File: src/rtl/backprop_accumulator.sv
// backprop_accumulator: sums FANOUT signed backprop-change terms with
// saturation and hands the result to the upstream neuron over valid/ready.
module backprop_accumulator #(
    parameter int unsigned FANOUT = 4,
    parameter int unsigned WIDTH  = 32
) (
    input  logic             clk,
    input  logic             rst,
    input  logic             in_valid,
    output logic             in_ready,
    input  logic [WIDTH-1:0] in_change,
    output logic             out_valid,
    input  logic             out_ready,
    output logic [WIDTH-1:0] out_backprop,
    output logic             out_sat,
    output logic             busy
);

    localparam int unsigned CNT_W = 8;
    localparam logic [CNT_W-1:0] LAST_CNT = CNT_W'(FANOUT);
    localparam logic [WIDTH-1:0] MAX_VAL  = {1'b0, {(WIDTH-1){1'b1}}};
    localparam logic [WIDTH-1:0] MIN_VAL  = {1'b1, {(WIDTH-1){1'b0}}};

    typedef enum logic {
        ACCUM = 1'b0,
        HOLD  = 1'b1
    } state_t;

    state_t             state, state_n;
    logic [WIDTH-1:0]   acc, acc_n;
    logic [CNT_W-1:0]   cnt, cnt_n;
    logic               acc_sat, acc_sat_n;
    logic [WIDTH-1:0]   res, res_n;
    logic               res_sat, res_sat_n;

    logic               in_fire;
    logic               out_fire;
    logic [WIDTH-1:0]   sum_raw;
    logic               sum_ovf;
    logic [WIDTH-1:0]   sum_sat;
    logic [CNT_W-1:0]   cnt_inc;

    // Handshake: in HOLD the input is only taken when the result leaves.
    assign in_ready  = !rst && ((state == ACCUM) || out_ready);
    assign out_valid = (state == HOLD);
    assign in_fire   = in_valid && in_ready;
    assign out_fire  = out_valid && out_ready;

    assign out_backprop = res;
    assign out_sat      = res_sat;
    assign busy         = (cnt != '0) || (state == HOLD);

    // Saturating signed add of the incoming term onto the running sum.
    always_comb begin
        sum_raw = acc + in_change;
        sum_ovf = (acc[WIDTH-1] == in_change[WIDTH-1]) &&
                  (sum_raw[WIDTH-1] != acc[WIDTH-1]);
        sum_sat = sum_ovf ? (acc[WIDTH-1] ? MIN_VAL : MAX_VAL) : sum_raw;
        cnt_inc = cnt + CNT_W'(1);
    end

    // Next-state: acc/cnt are already clear in HOLD, so a term accepted
    // alongside an output transfer simply starts the next sum.
    always_comb begin
        state_n   = state;
        acc_n     = acc;
        cnt_n     = cnt;
        acc_sat_n = acc_sat;
        res_n     = res;
        res_sat_n = res_sat;

        if (out_fire) begin
            state_n   = ACCUM;
            res_n     = '0;
            res_sat_n = 1'b0;
        end

        if (in_fire) begin
            if (cnt_inc == LAST_CNT) begin
                state_n   = HOLD;
                res_n     = sum_sat;
                res_sat_n = acc_sat || sum_ovf;
                acc_n     = '0;
                cnt_n     = '0;
                acc_sat_n = 1'b0;
            end else begin
                acc_n     = sum_sat;
                cnt_n     = cnt_inc;
                acc_sat_n = acc_sat || sum_ovf;
            end
        end
    end

    // State and datapath registers with synchronous reset.
    always_ff @(posedge clk) begin
        if (rst) begin
            state   <= ACCUM;
            acc     <= '0;
            cnt     <= '0;
            acc_sat <= 1'b0;
            res     <= '0;
            res_sat <= 1'b0;
        end else begin
            state   <= state_n;
            acc     <= acc_n;
            cnt     <= cnt_n;
            acc_sat <= acc_sat_n;
            res     <= res_n;
            res_sat <= res_sat_n;
        end
    end

endmodule

File: config.mk
export PLATFORM = sky130hd
export DESIGN_NAME = backprop_accumulator
export DESIGN_NICKNAME = d
export VERILOG_FILES = /design/src/rtl/backprop_accumulator.sv
export SDC_FILE = /design/constraint.sdc
export NUM_CORES = 1
export LEC_CHECK = 0
export BUFFER_PORTS_ARGS = -buffer_cell sky130_fd_sc_hd__clkbuf_2
export CORE_MARGIN = 1.5
export CORE_UTILIZATION = 45
export CTS_BUF_LIST = sky130_fd_sc_hd__clkbuf_8
export DETAILED_ROUTE_END_ITERATION = 16
export PLACE_DENSITY = 0.69
export SETUP_SLACK_MARGIN = 0.5
export SLEW_MARGIN = 5
export SYNTH_ARGS = -nofsm -noshare
export SYNTH_HDL_FRONTEND = slang
export SYNTH_SLANG_ARGS = --single-unit
File: constraint.sdc
create_clock -name clk -period 2.8 [get_ports clk]
set_input_delay 0.56 -clock clk [delete_from_list [all_inputs] [get_ports clk]]
set_output_delay 0.56 -clock clk [all_outputs]
set_load 0.05 [all_outputs]
-- Word-level counts from Yosys, hierarchy flattened
Cells that the tools add are included.
- add/sub/neg operators: 2
- bitwise gates (word level): 1
- mux-type cells: 14
- eq/ne operators: 3
- reductions and logical operators: 9
- operator list (operator ; count):
    $mux W32 ; 6
    $add A32 B32 Y32 ; 1
    $add A8 B1 Y8 const B ; 1
    $eq A8 B3 Y1 const B ; 1
    $mux W8 ; 1
    $reduce_bool A8 Y1 ; 1
    $mux W1 ; 7
    $logic_and A1 B1 Y1 ; 4
    $logic_or A1 B1 Y1 ; 3
    $eq A1 B1 Y1 ; 1
    $logic_not A1 Y1 ; 1
    $ne A1 B1 Y1 ; 1
    $not A1 Y1 ; 1
- input bits: 36
- output and inout port bits: 36
- flip-flop bits (word level): 75

-- Longest topological paths before layout
Gate-level depths: netlist of run 1.
- depth in word-level cells: 6
- depth in mapped cells: 12
- depth with buffers taken out: 11

-- Worst setup path before layout of run 1
Ideal clock, no wire load.
- path kind: input-to-reg
- start: in in_change[0]
- end: reg acc[28]
- slack: -192 ps
- cell stages on the path: 11
- library setup time: 122 ps
- required time: 2678 ps
- path buffers: 0
- arrival: 2870 ps
- path through: ha_1 > fa_1 > a21o_1 > a221oi_2 > nor2_2 > a21oi_2 > a21oi_2 > a221oi_4 > o21bai_1 > xor2_1 > a221o_1
- cells in the longest elaborated chain, start to end: 5
- ends and longest elaborated chain (item ; RTL line ; RTL):
    start: declaration ; 11 ; input logic [WIDTH-1:0] in_change,
    $add A32 B32 Y32 (*) ; 55 ; sum_raw = acc + in_change;
    $ne A1 B1 Y1 ; 57 ; (sum_raw[WIDTH-1] != acc[WIDTH-1]);
    $logic_and A1 B1 Y1 ; 56 ; sum_ovf = (acc[WIDTH-1] == in_change[WIDTH-1]) &&
    $mux W32 (*) ; 58 ; sum_sat = sum_ovf ? (acc[WIDTH-1] ? MIN_VAL : MAX_VAL) : sum_raw;
    $mux W32 (*) ; 79 ; if (cnt_inc == LAST_CNT) begin
    end signal: assignment ; 105 ; acc <= acc_n;
    end: declaration ; 30 ; logic [WIDTH-1:0] acc, acc_n;
Every way passes the cells marked *; elsewhere a longest branch is shown, timed or not.
A chain may end at the register's enable or synchronous reset.

-- Final worst setup path of run 1
- start: reg acc[7]
- end: reg acc[21]
- cells in the longest elaborated chain, start to end: 5
- ends and longest elaborated chain (item ; RTL line):
    $add A32 B32 Y32 (*) ; 55
    $ne A1 B1 Y1 ; 57
    $logic_and A1 B1 Y1 ; 56
    $mux W32 (*) ; 58
    $mux W32 (*) ; 79
Marked as above.

==> metrics.txt, run 1 <==
Clock Sinks=75; final worst slack=-0.07207 ns; CTS max path bufs=2; ant diodes=0; area of the die=10020 um^2; initial core utilization=0.4612; gr ovfl total=0; die height=100.1 um; syn_area_per_cell=8.818 um^2; Cell Area, Synth=4242 um^2; CTS Buf Count=9; RSZ-0062 raised after global routing=true; Pwr Total=0.005886 W; failing checks=negative setup slack; Final min period=2.872 ns; TritonCTS clock tree=yes; layout cells sized above 1=0.5145; pre-CTS WS=-0.4215 ns; Layout Nets=722; Syn. warnings=0; depth of the worst register-to-register path=12; Routability Congestion=0.9186; hold-critical path depth=2; critical path class=reg -> reg; worst r2r src=acc[7]; HP Start=out_backprop[2]; clock transition at the registers of the reported paths=0.08 ns; Reg2Reg Setup Slack=-0.07 ns; Max Freq=0.3482 GHz; DRC errors left=0; worst-path fanout max=7; Max Slew Vio Count=0; slew margin rel.=0.6541; EDFF count, synth=0; Tightest Pin Transition=0.5175 ns; leakage=2.917 nW; Final Skew=0.009768 ns; fin crit share=1.026; #FFs+latches synth=75; CP Capture Type=flop; via count=4890; detailed-placement wirelength estimate=8952 um; placed cells=718; worst min path class=reg -> reg; CP Data Arrival Time=3.15 ns; H-tree depth=3; prevailing post-synth register cell=dfxtp_1; initial antenna violation count=0; Seq/Total Area, Yosys=0.3540; clock root buffer master=clkbuf_8; routed length per instance=22.29 um; row cnt=35; Die Width=100.1 um; Synth Net Count=551; I/O pin count=72; clk_lat worst skew=0.37 ns; Total Routing Usage GR=0.2983; Final ANT Viol Nets=0; routed wire length=17120 um; synthesized instance count=481; Final Hold Viols=0; core area=9196 um^2; Via density=6.367; vias in the first global route=4744; Port-buffer cells=71; critical path startpoint category=flop; Worst VDD drop=0.4308 mV; CTS Hold Bufs=0; Setup-failing EPs final=3; design area=6918 um^2; first-pass GRT wire length=23370 um; drt pass-1 iters=5; area grow syn2layout=63.10%; Hold Path Sink=out_backprop[2]; share of synthesized flip-flops with an asynchronous set or reset=0; synth unique cells=59; Post-Layout Cell Count=768; Req. time, crit path=3.08 ns; Critical R2R Capture=acc[21]; placed cell area=5465 um^2; Max Cap Violations=0; largest net degree at the start of global routing=33; status=finished with violations; initial DRC count=298; pwr dens=850.9 nW/um^2
cell usage after synthesis, drive strengths merged (4+ instances only):
cell type	instances	share of area
dfxtp	75	0.35
a21oi	59	0.071
nand2	56	0.050
o21ai	48	0.058
ha	33	0.097
nor2	24	0.028
a22o	21	0.043
xor2	20	0.041
xnor2	13	0.027
a21o	12	0.021
a221o	11	0.026
and3	10	0.016
clkbuf	10	0.0091
nand3	10	0.012
nor3	8	0.011
buf	7	0.012
nand4	6	0.0089
a31oi	5	0.011
a211oi	4	0.0083
inv	4	0.0035
o21a	4	0.0071
o21bai	4	0.0080
worst max-delay path, stage by stage (launching register included):
cell,delay (ns)
dfxtp_1,0.33
ha_2,0.40
nand2_1,0.11
nor2_2,0.22
o221ai_4,0.18
o21ai_4,0.25
a31oi_4,0.14
or3_4,0.42
buf_6,0.15
nor2_4,0.22
buf_12,0.18
a21oi_2,0.05
o21ai_1,0.12
stage by stage:
step	setup TNS [ns]	util	hold slack [ns]
after detailed placement	-7.780	0.5943	0.4419
after global placement	-5.440	0.5943	0.4384
after floorplan	-0.2839	-	0.4291
after CTS	0	0.7011	0.4545
after global routing	-0.7688	0.7522	0.4749
final	-0.1401	0.7522	0.4571
repair_timing:
action                                  in CTS  in global routing
resized for setup                          115                 77
pin swaps                                   64                 51
cloned                                       2                  1
buffers inserted                            23                  8
endpoints found under the setup margin      66                 66
per-layer routing:
layer  vias up  wire, um  track usage
met4         0       929       0.1538
met2       317      8385       0.4940
met1      2322      6562       0.3650
li1       2150         -            -
met3       101      1243      0.06407
met5         -         0            0
flip-flops by register name, indices dropped and copies added (netlist names):
signal,flops
out_backprop,32
acc,32
cnt,8
out_valid,1
out_sat,1
acc_sat,1
worst max-delay path by stage:
| stage | from | end | slack [ns] | depth (start not counted) |
|---|---|---|---|---|
| 6_report | acc[7] | acc[21] | -0.07 | 12 |
| 5_1_grt | acc[7] | acc[21] | -0.11 | 12 |
| 4_1_cts | acc[0] | acc[28] | 0.09 | 11 |
| 3_5_place_dp | in_change[0] | acc[28] | -0.42 | 12 |
| 3_3_place_gp | in_change[0] | out_backprop[28] | -0.39 | 12 |
| 2_1_floorplan | in_change[0] | out_backprop[28] | -0.11 | 11 |
layout make-up:
class	count	area, um^2
Timing Repair Buffer	176	1354
Clock inverter	7	116.4
Multi-Input combinational cell	386	3649
Fill cell	562	2278
Tap cell	111	138.9
Clock buffer	9	123.9
Inverter	4	15.01
Sequential cell	75	1521
layout by cell type, fill, tap and decap left out, drive strengths merged, types with 2 or more instances in the layout:
cell type | Yosys | final
nand2b | 2 | 2
nand4 | 6 | 6
inv | 4 | 4
nand3 | 10 | 11
a31oi | 5 | 5
nor2 | 24 | 24
xor2 | 20 | 20
ha | 33 | 33
nor3 | 8 | 8
o211ai | 2 | 2
a21bo | 3 | 3
nor2b | 3 | 3
xnor2 | 13 | 13
dfxtp | 75 | 75
and3 | 10 | 10
nand2 | 56 | 56
a221oi | 2 | 2
clkbuf | 10 | 81
a22o | 21 | 21
buf | 7 | 104
a221o | 11 | 11
o21bai | 4 | 4
a21oi | 59 | 59
and4 | 2 | 2
a21o | 12 | 12
o21a | 4 | 4
a2111oi | 3 | 3
o31ai | 3 | 3
a211oi | 4 | 4
and2 | 3 | 3
o21ai | 48 | 48
bufinv | 0 | 3
clkinv | 0 | 3
cell families (layout without fill, tap and decap cells):
logic type / count (synthesis) / count (layout) / share of synthesized area
flops: 75 / 75 / 0.3540
compound gates: 187 / 187 / 0.2976
xor+xnor: 33 / 33 / 0.06814
fa+ha+maj: 35 / 35 / 0.1044
simple gates: 130 / 131 / 0.1516
buf+inv: 21 / 196 / 0.02418
power breakdown:
part	internal, W	switching [W]
clock	0.000590	0.000448
sequential	0.00123	0.000160
combinational	0.00167	0.00179
total	0.00349	0.00240
Power figures use the tool's default switching activity.
==> run 2: changes to the inputs <==
- CTS_CLUSTER_DIAMETER: not set -> 100
- PLACE_DENSITY: 0.69 -> 0.75
==> metrics.txt, run 2 (same netlist as run 1, synthesis figures left out) <==
status=finished with violations; failing checks=negative setup slack; Port-buffer cells=71 (unchanged); gr ovfl total=0 (unchanged); DRC errors left=0 (unchanged); leakage=2.832 nW (-2.9%); commonest non-fill, non-tap cell in the layout=buf_4; worst-path fanout max=5 (-2); most frequent cells in the layout=buf_4 (82), clkbuf_2 (71), dfxtp_1 (65); worst min path class=reg -> reg; Req. time, crit path=3.04 ns (-0.04 ns); Die Width=100.1 um (unchanged); row cnt=35 (unchanged); Tightest Pin Transition=0.6035 ns (+0.08596 ns); CP max stage cell=ha_1; core area=9196 um^2 (unchanged); detailed-placement wirelength estimate=9326 um (+4.2%); clk_lat worst skew=0.37 ns (about the same); die height=100.1 um (unchanged); vias in the first global route=4419 (-6.9%); first-pass GRT wire length=21480 um (-8.1%); TritonCTS clock tree=yes; Max Slew Vio Count=0 (unchanged); drt pass-1 iters=5 (unchanged); critical path, cell by cell=ha_1 > a21oi_1 > o21ai_0 > a22o_1 > a21oi_2 > a21oi_2 > a221oi_4 > o21bai_1 > xor2_1 > a221o_1; RSZ-0062 raised after global routing=true; CP Launch Point=acc[9]; fin util=0.7210 (-0.03129); area of the multi-input gates=3522 um^2 (-3.5%); CTS max path bufs=2 (unchanged); H-tree depth=3 (unchanged); CTS Buf Count=9 (unchanged); I/O pin count=72 (unchanged); ant diodes=0 (unchanged); Layout Nets=719 (-0.42%); layout filler cell count=612 (+8.9%); Via density=6.457 (+1.4%); final worst slack=-0.1422 ns (-0.07017 ns); total area of sequential cells=1514 um^2 (-0.49%); Post-Layout Cell Count=764 (-0.52%); clock transition at the registers of the reported paths=0.09 ns (about the same); clock root buffer master=clkbuf_8; Max Cap Violations=0 (unchanged); Clock Sinks=75 (unchanged); Final min period=2.942 ns (+0.07017 ns); initial DRC count=404 (+36%); routed length per instance=22.58 um (+1.3%); via count=4933 (+0.88%); CP Data Arrival Time=3.18 ns (+0.03 ns); routed wire length=17250 um (+0.75%); area grow syn2layout=56.31%; Final Skew=0.01493 ns (+0.005164 ns); worst r2r src=acc[9]; layout cells sized above 1=0.4855 (-0.02901); Routability Congestion=0.9507 (+3.5%); critical path startpoint category=flop; Setup-failing EPs final=7 (+4); initial antenna violation count=0 (unchanged); cell mode on critical path=a21oi_2; CTS Hold Bufs=0 (unchanged); fin crit share=1.051 (+0.02506); Worst VDD drop=0.3157 mV (-27%); CP Capture Type=flop; area of the die=10020 um^2 (unchanged); Max Freq=0.3399 GHz (-2.4%); Crit path largest cell delay=0.38 ns (-0.04 ns); largest net degree at the start of global routing=33 (unchanged); Final Hold Viols=0 (unchanged); initial core utilization=0.4612 (unchanged); HP Start=out_backprop[12]; hold_ws=0.4618 ns (+0.004757 ns); placed cells=726 (+1.1%); Total Routing Usage GR=0.2712 (-0.02705); critical path class=reg -> reg; pwr dens=834.9 nW/um^2 (-1.9%); slew margin rel.=0.5964 (-0.05776); Final ANT Viol Nets=0 (unchanged)
run 2: changes by cell type in the layout (fill, tap and decap cells not counted), sizes merged:
cell      delta
clkinvlp     -1
clkbuf       +2
buf          -4
bufinv       -3
inv          +2
run 2: cell type report:
class | count | area share
multi-input cells | 386 | 0.5312
well taps | 111 | 0.02095
inverters | 4 | 0.002265
clock buffers | 10 | 0.02076
repair buffers | 173 | 0.1931
flip-flops and latches | 75 | 0.2283
clock inverters | 5 | 0.003397
run 2: worst paths after layout:
| kind | to | slack, ns | cells past startpoint |
|---|---|---|---|
| setup / recovery | out_backprop[28] | -0.14 | 10 |
| hold reg to reg | out_backprop[12] | 0.46 | 2 |
| setup reg to reg | out_backprop[28] | -0.14 | 10 |
| hold / removal | out_backprop[12] | 0.46 | 2 |
run 2: critical path, delay by kind of cell (launching register included):
kind,cells,cell delay (ns)
adders and majority gates,1,0.38
xor gates and xnor gates,1,0.18
DFF,1,0.34
AOI/OAI and AO/OA,8,1.91
run 2: power by group:
part,internal [W],total [W],leakage (nW),switching [W]
logic,0.00163,0.00340,2.12,0.00177
clock network,0.000331,0.000761,0.0943,0.000430
registers,0.00123,0.00138,0.615,0.000147
run 2: per-stage QoR:
stage	total power [W]	area [um^2]	setup TNS, ns	setup slack [ns]
after detailed placement	0.003635	5538	-5.783	-0.3697
after floorplan	0.002826	4477	-0.2839	-0.1058
after CTS	0.004632	5982	0	0.1109
after global routing	0.005705	6630	-1.221	-0.2404
after global placement	0.003557	5538	-3.972	-0.3140
final	0.005535	6630	-0.4756	-0.1422
run 2: timing repair:
item	4_1_cts	5_1_grt
buffers inserted	8	12
gates cloned	1	2
setup endpoints to repair	66	66
pin swaps	41	30
resized for setup	40	114
run 2: metal layers:
layer	up-vias	GRT usage	routed length, um
met5	-	0	0
met4	0	0.1148	1130
met3	131	0.04596	1652
met2	389	0.4458	8002
met1	2284	0.3526	6464
li1	2129	-	-
==> run 3: changes to the inputs <==
- CORE_ASPECT_RATIO: not set -> 1.75
==> metrics.txt, run 3 (same netlist as run 1, synthesis figures left out) <==
row cnt=46 (+31%); TNS Setup=-0.2570 ns (+0.2185 ns); Max Slew Vio Count=0 (unchanged); initial core utilization=0.4664 (+0.005204); layout cells sized above 1=0.5221 (+0.03669); Via density=6.466 (+0.14%); TritonCTS clock tree=yes; routed wire length=18460 um (+7.0%); RSZ-0062 raised after global routing=true; Final Skew=0.01212 ns (-0.002817 ns); largest net degree at the start of global routing=33 (unchanged); first-pass GRT wire length=24650 um (+15%); cell mode on critical path=a21oi_4; placed cell area=5414 um^2 (-2.2%); die height=131.4 um (+31%); detailed-placement wirelength estimate=9619 um (+3.1%); via count=5011 (+1.6%); Layout Nets=720 (+0.14%); initial antenna violation count=0 (unchanged); drt pass-1 iters=6 (+1); pwr dens=876.1 nW/um^2 (+4.9%); area grow syn2layout=63.39%; CP Data Arrival Time=3.15 ns (-0.03 ns); layout filler cell count=581 (-5.1%); worst-path fanout max=3 (-2); Die Width=76.39 um (-24%); Setup-failing EPs final=4 (-3); Max Cap Violations=0 (unchanged); Hold Path Sink=out_backprop[16]; Tightest Pin Transition=0.7246 ns (+0.1211 ns); Reg2Reg Setup Slack=-0.08 ns (+0.06 ns); Clock Sinks=75 (unchanged); status=finished with violations; Final min period=2.880 ns (-0.06195 ns); failing checks=negative setup slack; Routability Congestion=0.9231 (-2.9%); Req. time, crit path=3.07 ns (+0.03 ns); hold-critical path depth=2 (unchanged); Final Hold Viols=0 (unchanged); worst min path class=reg -> reg; clk_lat worst skew=0.38 ns (about the same); area of the die=10040 um^2 (+0.23%); H-tree depth=3 (unchanged); I/O pin count=72 (unchanged); initial DRC count=463 (+15%); DRC errors left=0 (unchanged); CTS Buf Count=9 (unchanged); final worst slack=-0.08029 ns (+0.06195 ns); pre-CTS WS=-0.3759 ns (-0.006211 ns); CTS Hold Bufs=0 (unchanged); Total Routing Usage GR=0.3158 (+0.04458); CP max stage cell=dfxtp_4; core area=9094 um^2 (-1.1%); critical path class=reg -> reg; worst r2r src=acc[0]; commonest non-fill, non-tap cell in the layout=buf_4; routed length per instance=23.82 um (+5.5%); clock root buffer master=clkbuf_8; leakage=2.898 nW (+2.4%); CP Capture Type=flop; CTS max path bufs=2 (unchanged); vias in the first global route=5035 (+14%); critical path startpoint category=flop; slew margin rel.=0.5134 (-0.08294); Critical R2R Capture=out_backprop[28]; HP Start=out_backprop[16]; Crit path largest cell delay=0.36 ns (-0.02 ns); fin crit share=1.029 (-0.02213); clock transition at the registers of the reported paths=0.09 ns (about the same); Max Freq=0.3472 GHz (+2.2%); most frequent cells in the layout=buf_4 (75), clkbuf_2 (71), dfxtp_1 (63); gr ovfl total=0 (unchanged); Final ANT Viol Nets=0 (unchanged); design area=6930 um^2 (+4.5%); Port-buffer cells=71 (unchanged); critical path, cell by cell=ha_4 > fa_2 > a21o_1 > a221oi_2 > buf_4 > nor2_4 > a21oi_4 > a21oi_4 > a221oi_4 > o21bai_1 > xor2_1 > a221o_1; Worst VDD drop=0.5410 mV (+71%); depth of the worst register-to-register path=12 (+2); ant diodes=0 (unchanged)
-- run 3: where the power goes --
group	total, W	internal [W]	switching (W)
sequential	0.00139	0.00123	0.000158
clock	0.00105	0.000590	0.000464
combinational	0.00363	0.00173	0.00190
total	0.00607	0.00355	0.00252
-- run 3: stage by stage --
| step | utilization | cells | hold WS (ns) | power, W |
|---|---|---|---|---|
| after global placement | 0.5953 | 722 | 0.4399 | 0.003534 |
| after CTS | 0.7188 | 763 | 0.4527 | 0.005388 |
| after floorplan | - | 481 | 0.4291 | 0.002826 |
| after global routing | 0.7621 | 775 | 0.5015 | 0.006278 |
| after detailed placement | 0.5953 | 722 | 0.4423 | 0.003611 |
| final | 0.7621 | 775 | 0.4671 | 0.006072 |
-- run 3: layout make-up --
type | instances | area (um^2) | area share
multi-input cells | 387 | 3712 | 0.5357
inverters | 4 | 15.01 | 0.002166
flip-flops and latches | 75 | 1521 | 0.2195
repair buffers | 173 | 1290 | 0.1861
clock buffers | 9 | 123.9 | 0.01787
well taps | 120 | 150.1 | 0.02166
clock inverters | 7 | 117.6 | 0.01697
-- run 3: critical path, delay by kind of cell, from the launching register on --
kind,cells,cell delay (ns)
buffers and inverters,1,0.19
adders and majority gates,2,0.50
AOI/OAI and AO/OA,7,1.50
xor gates and xnor gates,1,0.17
and+or+nand+nor,1,0.05
DFF,1,0.36
-- run 3: per-layer routing --
layer  GRT usage  wire [um]
met5           0          0
met4      0.2572       1504
met3     0.06944       1261
met2      0.5734       9643
met1      0.2951       6054
-- run 3: worst max path at each step --
stage | endpoint | slack (ns) | start
6_report | out_backprop[28] | -0.08 | acc[0]
5_1_grt | out_backprop[28] | -0.14 | acc[0]
4_1_cts | out_backprop[28] | 0.08 | acc[0]
3_5_place_dp | out_backprop[28] | -0.38 | in_change[0]
3_3_place_gp | acc[16] | -0.31 | in_change[0]
2_1_floorplan | out_backprop[28] | -0.11 | in_change[0]
-- run 3: timing repair --
item / CTS / global route
hold endpoints to repair: 0 / 0
pin swaps: 75 / 50
endpoints found under the setup margin: 66 / 67
gates cloned: 3 / 1
setup buffers: 22 / 11
gates resized for setup: 136 / 64
